--- config.mk ---
export PLATFORM = sky130hd
export DESIGN_NAME = step_gen
export DESIGN_NICKNAME = d
export VERILOG_FILES = /design/src/rtl/step_gen_pkg.sv /design/src/rtl/sync2.sv /design/src/rtl/step_gen.sv
export SDC_FILE = /design/constraint.sdc
export NUM_CORES = 1
export LEC_CHECK = 0
export BUFFER_PORTS_ARGS = -buffer_cell sky130_fd_sc_hd__buf_2
export CAP_MARGIN = 20
export CORE_UTILIZATION = 35
export DETAILED_ROUTE_END_ITERATION = 7
export PLACE_DENSITY = 0.49
export SLEW_MARGIN = 20
export SYNTH_ARGS = -nofsm -noshare
export SYNTH_HDL_FRONTEND = slang
export SYNTH_SLANG_ARGS = --single-unit
--- constraint.sdc ---
create_clock -name CLOCK_50 -period 2.8 [get_ports CLOCK_50]
set_clock_uncertainty 0.2 [all_clocks]
set_input_delay 0.42 -clock CLOCK_50 [delete_from_list [all_inputs] [get_ports CLOCK_50]]
set_output_delay 0.42 -clock CLOCK_50 [all_outputs]
set_load 0.02 [all_outputs]
--- src/rtl/step_gen_pkg.sv ---
// Shared types and default timing constants for the step_gen pushbutton stepper.
package step_gen_pkg;

    typedef enum logic [1:0] {
        IDLE         = 2'd0,
        PRESS_WAIT   = 2'd1,
        HELD         = 2'd2,
        RELEASE_WAIT = 2'd3
    } state_t;

    localparam int unsigned DEBOUNCE_CYCLES_DEF = 500000;
    localparam int unsigned REPEAT_CYCLES_DEF   = 25000000;

    function automatic int unsigned max_u(input int unsigned a, input int unsigned b);
        return (a > b) ? a : b;
    endfunction

endpackage

--- src/rtl/sync2.sv ---
// Two-flop synchronizer whose asynchronous reset value is supplied by a port.
module sync2 (
    input  logic clk,
    input  logic reset,
    input  logic rst_val,
    input  logic d,
    output logic q
);

    logic meta;

    always_ff @(posedge clk or posedge reset) begin
        if (reset) begin
            meta <= rst_val;
            q    <= rst_val;
        end else begin
            meta <= d;
            q    <= meta;
        end
    end

endmodule

--- src/rtl/step_gen.sv ---
// Debounced pushbutton single-stepper: one step pulse per qualified press, capturing w_in.
// Optional auto-repeat while held is enabled by defining STEP_GEN_AUTO_REPEAT_EN.
module step_gen
    import step_gen_pkg::*;
#(
    parameter int unsigned DEBOUNCE_CYCLES = DEBOUNCE_CYCLES_DEF,
    parameter int unsigned REPEAT_CYCLES   = REPEAT_CYCLES_DEF
) (
    input  logic       CLOCK_50,
    input  logic       reset,
    input  logic       key_n,
    input  logic       w_in,
    output logic       step,
    output logic       w_out,
    output logic [7:0] press_cnt,
    output logic       busy
);

    localparam int unsigned CNT_MAX = max_u(DEBOUNCE_CYCLES, REPEAT_CYCLES);
    localparam int unsigned CNT_W   = (CNT_MAX > 1) ? $clog2(CNT_MAX) : 1;
    // Entry into a wait state is the first stable sample, so the exit fires one count early.
    localparam int unsigned DEB_LAST = DEBOUNCE_CYCLES - 2;

    logic             key_s;
    logic             w_s;
    state_t           state;
    state_t           state_next;
    logic [CNT_W-1:0] cnt;
    logic [CNT_W-1:0] cnt_next;
    logic             step_next;

    sync2 u_sync_key (
        .clk     (CLOCK_50),
        .reset   (reset),
        .rst_val (1'b1),
        .d       (key_n),
        .q       (key_s)
    );

    sync2 u_sync_w (
        .clk     (CLOCK_50),
        .reset   (reset),
        .rst_val (1'b0),
        .d       (w_in),
        .q       (w_s)
    );

    // Next-state, debounce counter and step decision
    always_comb begin
        state_next = state;
        cnt_next   = cnt;
        step_next  = 1'b0;
        case (state)
            IDLE: begin
                if (!key_s) begin
                    state_next = PRESS_WAIT;
                    cnt_next   = '0;
                end
            end
            PRESS_WAIT: begin
                if (key_s) begin
                    state_next = IDLE;
                    cnt_next   = '0;
                end else if (cnt == CNT_W'(DEB_LAST)) begin
                    state_next = HELD;
                    cnt_next   = '0;
                    step_next  = 1'b1;
                end else begin
                    cnt_next = cnt + CNT_W'(1);
                end
            end
            HELD: begin
                if (key_s) begin
                    state_next = RELEASE_WAIT;
                    cnt_next   = '0;
                end
`ifdef STEP_GEN_AUTO_REPEAT_EN
                else if (cnt == CNT_W'(REPEAT_CYCLES - 1)) begin
                    cnt_next  = '0;
                    step_next = 1'b1;
                end else begin
                    cnt_next = cnt + CNT_W'(1);
                end
`endif
            end
            RELEASE_WAIT: begin
                if (!key_s) begin
                    state_next = HELD;
                    cnt_next   = '0;
                end else if (cnt == CNT_W'(DEB_LAST)) begin
                    state_next = IDLE;
                    cnt_next   = '0;
                end else begin
                    cnt_next = cnt + CNT_W'(1);
                end
            end
            default: begin
                state_next = IDLE;
                cnt_next   = '0;
            end
        endcase
    end

    // State and registered outputs
    always_ff @(posedge CLOCK_50 or posedge reset) begin
        if (reset) begin
            state     <= IDLE;
            cnt       <= '0;
            step      <= 1'b0;
            w_out     <= 1'b0;
            press_cnt <= 8'd0;
            busy      <= 1'b0;
        end else begin
            state <= state_next;
            cnt   <= cnt_next;
            step  <= step_next;
            busy  <= (state_next != IDLE);
            if (step_next) begin
                w_out     <= w_s;
                press_cnt <= press_cnt + 8'd1;
            end
        end
    end

endmodule

==> summary.md <==
| Metric | Value |
|---|---|
| Total non-filler cell area in the finished layout | 2490 um2 |
| Cell Pwr Density | 450 nW/um2 |
| Clk sink count | 42 |
| Req. time, crit path | 2.79 ns |
| Net count after synthesis | 240 |
| Iter 0 DRT Violations | 67 |
| Worst hold slack | 0.0190 ns |
| Number of distinct library cells after synthesis | 55 |
| Result of the run | completed |
| Post-synth ARST share | 100% |
| Final cycle utilization of the critical path | 86.2% |
| Count of unresolved DRC violations after routing | 0 |
| Path class of the lowest-slack min-delay path | in -> reg |
| Synth top area cells | sky130_fd_sc_hd__dfrtp_1 44%, sky130_fd_sc_hd__nand2_1 3.9%, sky130_fd_sc_hd__a31oi_1 3.8%, sky130_fd_sc_hd__nand3_1 3.3%, sky130_fd_sc_hd__a21oi_1 2.4% |
| Register cell area after layout | 1050 um2 |
| Number of nets at the end of the flow | 254 |
| Final global-route overflow total | 0 |
| Effective utilization at floorplan | 36.2% |
| Hold path cells | 1 |
| Max frequency | 414 MHz |
| Initial antenna violation count | 0 |
| Endpoint with the worst hold slack | u_sync_w.meta |
| Layout cell share with drive strength beyond 1 | 18.5% |
| Number of global-route vias before repair | 1715 |
| Largest net degree at the start of global routing | 43 |
| EDFF count, synth | 0 |
| Crit path arrival time | 2.40 ns |
| Max-cap violation count | 0 |
| Slew headroom | 39.7% |
| H-tree Lvls | 2 |
| Critical register-to-register path startpoint | cnt[21] |
| Post-DP Area | 2380 um2 |
| Final critical-path required period | 2.41 ns |
| Area of the die | 6860 um2 |
| Total Neg Setup Slack | 0 ns |
| Biggest area consumer among synthesized cells | sky130_fd_sc_hd__dfrtp_1 |
| Leak Pwr | 1.11 nW |
| Area growth, synth to finish | 8.70% |
| Routed len/inst | 15.3 um |
| Most common flop cell mapped by yosys | sky130_fd_sc_hd__dfrtp_1 |
| Area of the mapped netlist | 2290 um2 |
| Inst Count DP | 316 |
| Unrepaired setup endpoints after global routing | false |
| Portion of synthesized cell area occupied by the leading cell type | 43.8% |
| Multi-input combinational cell area | 1100 um2 |
| Via total after detailed routing | 1751 |
| Depth of the worst register-to-register path | 6 |
| Number of filler instances in the final layout | 679 |
| TritonCTS clock tree | yes |
| Least-Margin Pin Slew | 0.905 ns |
| Count of non-filler cells in the finished layout | 325 |
| Count leader, synth | sky130_fd_sc_hd__dfrtp_1 |
| Setup-failing EPs final | 0 |
| Syn Area/Cell | 9.82 um2 |
| First-pass GRT wire length | 8650 um |
| Hold Fails Final Rpt | 0 |
| Critical Path Start Type | flop |
| Number of instances in the synthesized netlist | 233 |
| Row Count | 29 |
| Number of flip-flops under the largest register name | 25 |
| Startpoint-to-endpoint class of the critical path | reg -> reg |
| Y dimension of the die | 82.8 um |
| Post-DRT Antenna Nets | 0 |
| Startpoint of the lowest-slack hold path | w_in |
| Half-perimeter wire length after placement | 3400 um |
| Max Slew Vio Count | 0 |
| Core Area | 6310 um2 |
| Top cells by count, synth | 40 x sky130_fd_sc_hd__dfrtp_1, 24 x sky130_fd_sc_hd__nand2_1, 15 x sky130_fd_sc_hd__nand3_1, 14 x sky130_fd_sc_hd__a31oi_1 |
| Endpoint of the worst register-to-register path | cnt[3] |
| Slowest stage cell on the critical path | sky130_fd_sc_hd__or4_4 |
| Maximum vdd drop | 0.000212 V |
| Portion of the post-synthesis area used by sequential elements | 46.1% |
| Nature of the critical path endpoint | flop |
| Global-route usage over all layers | 15.8% |
| Worst-path cell chain | or4_4 > nor4_4 > a21oi_2 > buf_4 > a21o_1 > a22o_1 |
| Routed wire length | 4960 um |
| Clock transition time at the flip-flop clock pins of the worst setup and hold paths | 0.09 ns |
| CTS Buffer Depth | 2 |
| N_diodes | 0 |
| Largest register by flop count | cnt |
| Largest fanout on the critical path | 34 |
| Routability-driven placement congestion ratio | 0.839 |
| Worst skew pair latency | 0.30 ns |
| Vias per cell | 5.39 |
| Slowest cell delay on critical path | 0.56 ns |
| CTS Buf Count | 5 |
| Number of port buffers | 14 |
| Synthesis Warnings | 0 |
| Registers with the most flip-flops | cnt (25), press_cnt (8), state (2) |
| Clock root buffer master | sky130_fd_sc_hd__clkbuf_8 |
| # resized after CTS | 0 |
| FF-to-FF setup slack | 0.39 ns |
| Die span in x | 82.8 um |
| Fraction of the core area covered by cells at the end of the flow | 39.4% |
| Post-synthesis register bit count | 42 |
| First-pass detailed-route iteration total | 4 |
| Boundary Pins | 15 |
==> critical path: cells and delay by family, from the launching register on <==
kind | cells | cell delay [ns]
AO/OA/AOI/OAI | 3 | 0.45
flip-flops | 1 | 0.44
AND/OR/NAND/NOR | 2 | 0.94
buffers and inverters | 1 | 0.24
==> logic make-up (layout without fill, tap and decap cells) <==
logic type                 Yosys count  count (layout)  synth area share (%)
muxes                                3               3                  1.75
adders and majority gates            3               3                  1.64
DFF                                 42              42                  46.1
and+or+nand+nor                    106             106                  27.5
buffers and inverters               20              35                  5.63
xor gates and xnor gates             8               8                  3.06
AOI/OAI and AO/OA                   51              51                  14.3
==> cell usage in the layout, fill, tap and decap left out, types with 3 or more instances in the layout <==
cell type	synthesis	layout
sky130_fd_sc_hd__dfrtp_1	40	40
sky130_fd_sc_hd__nand2_1	24	24
sky130_fd_sc_hd__nand3_1	15	15
sky130_fd_sc_hd__a31oi_1	14	14
sky130_fd_sc_hd__buf_2	2	14
sky130_fd_sc_hd__nor2_1	11	11
sky130_fd_sc_hd__a21oi_1	11	11
sky130_fd_sc_hd__nor3_1	9	9
sky130_fd_sc_hd__o21ai_0	9	9
sky130_fd_sc_hd__nand4_1	8	8
sky130_fd_sc_hd__inv_1	9	8
sky130_fd_sc_hd__clkbuf_8	0	6
sky130_fd_sc_hd__nor4_1	5	5
sky130_fd_sc_hd__xnor2_1	4	4
sky130_fd_sc_hd__or3_1	4	4
sky130_fd_sc_hd__nor3_2	4	4
sky130_fd_sc_hd__xor2_1	4	4
sky130_fd_sc_hd__and3_2	3	3
sky130_fd_sc_hd__nand2b_1	3	3
sky130_fd_sc_hd__a21o_1	3	3
sky130_fd_sc_hd__ha_1	3	3
sky130_fd_sc_hd__buf_4	2	3
==> repair_timing <==
item / in CTS / in global routing
endpoints found under the hold margin: 1 / 0
hold buffers: 1 / 0
setup buffers: 0 / 0
==> metal layers <==
| layer | routed length (um) | up-vias | part of all wire [%] | global-route usage, % |
|---|---|---|---|---|
| li1 | - | 888 | - | - |
| met1 | 2600 | 827 | 52 | 22.3 |
| met2 | 2100 | 26 | 42 | 23.3 |
| met3 | 139 | 10 | 2.8 | 3.28 |
| met4 | 119 | 0 | 2.4 | 6.74 |
| met5 | 0 | - | 0 | 0 |
==> stage by stage <==
step | worst slack [ns] | power, mW
2_1_floorplan | 0.530 | 0.688
3_3_place_gp | 0.444 | 0.706
3_5_place_dp | 0.406 | 0.707
4_1_cts | 0.391 | 1.14
5_1_grt | 0.303 | 1.17
6_report | 0.386 | 1.12
==> power by group <==
group / total, mW / internal, mW / switching (mW)
registers: 0.632 / 0.618 / 0.0141
clock network: 0.425 / 0.204 / 0.221
logic: 0.0616 / 0.0191 / 0.0425
total: 1.12 / 0.841 / 0.278
==> worst max path at each step <==
stage | start | to | slack (ns) | depth (start not counted)
final | cnt[21] | cnt[3] | 0.39 | 6
after global routing | cnt[21] | cnt[3] | 0.30 | 6
after CTS | cnt[21] | cnt[3] | 0.39 | 6
after detailed placement | cnt[21] | w_out | 0.41 | 5
after global placement | cnt[21] | press_cnt[1] | 0.44 | 5
after floorplan | cnt[21] | press_cnt[1] | 0.53 | 5
==> cell type report <==
cell class	instances	area share, %
tap	77	3.88
multi-input combinational	171	44.4
clock inverter	1	0.352
inverter	9	1.36
timing repair buffer	18	4.13
clock buffer	7	3.47
sequential	42	42.4
(Power assumes the default switching activity.)
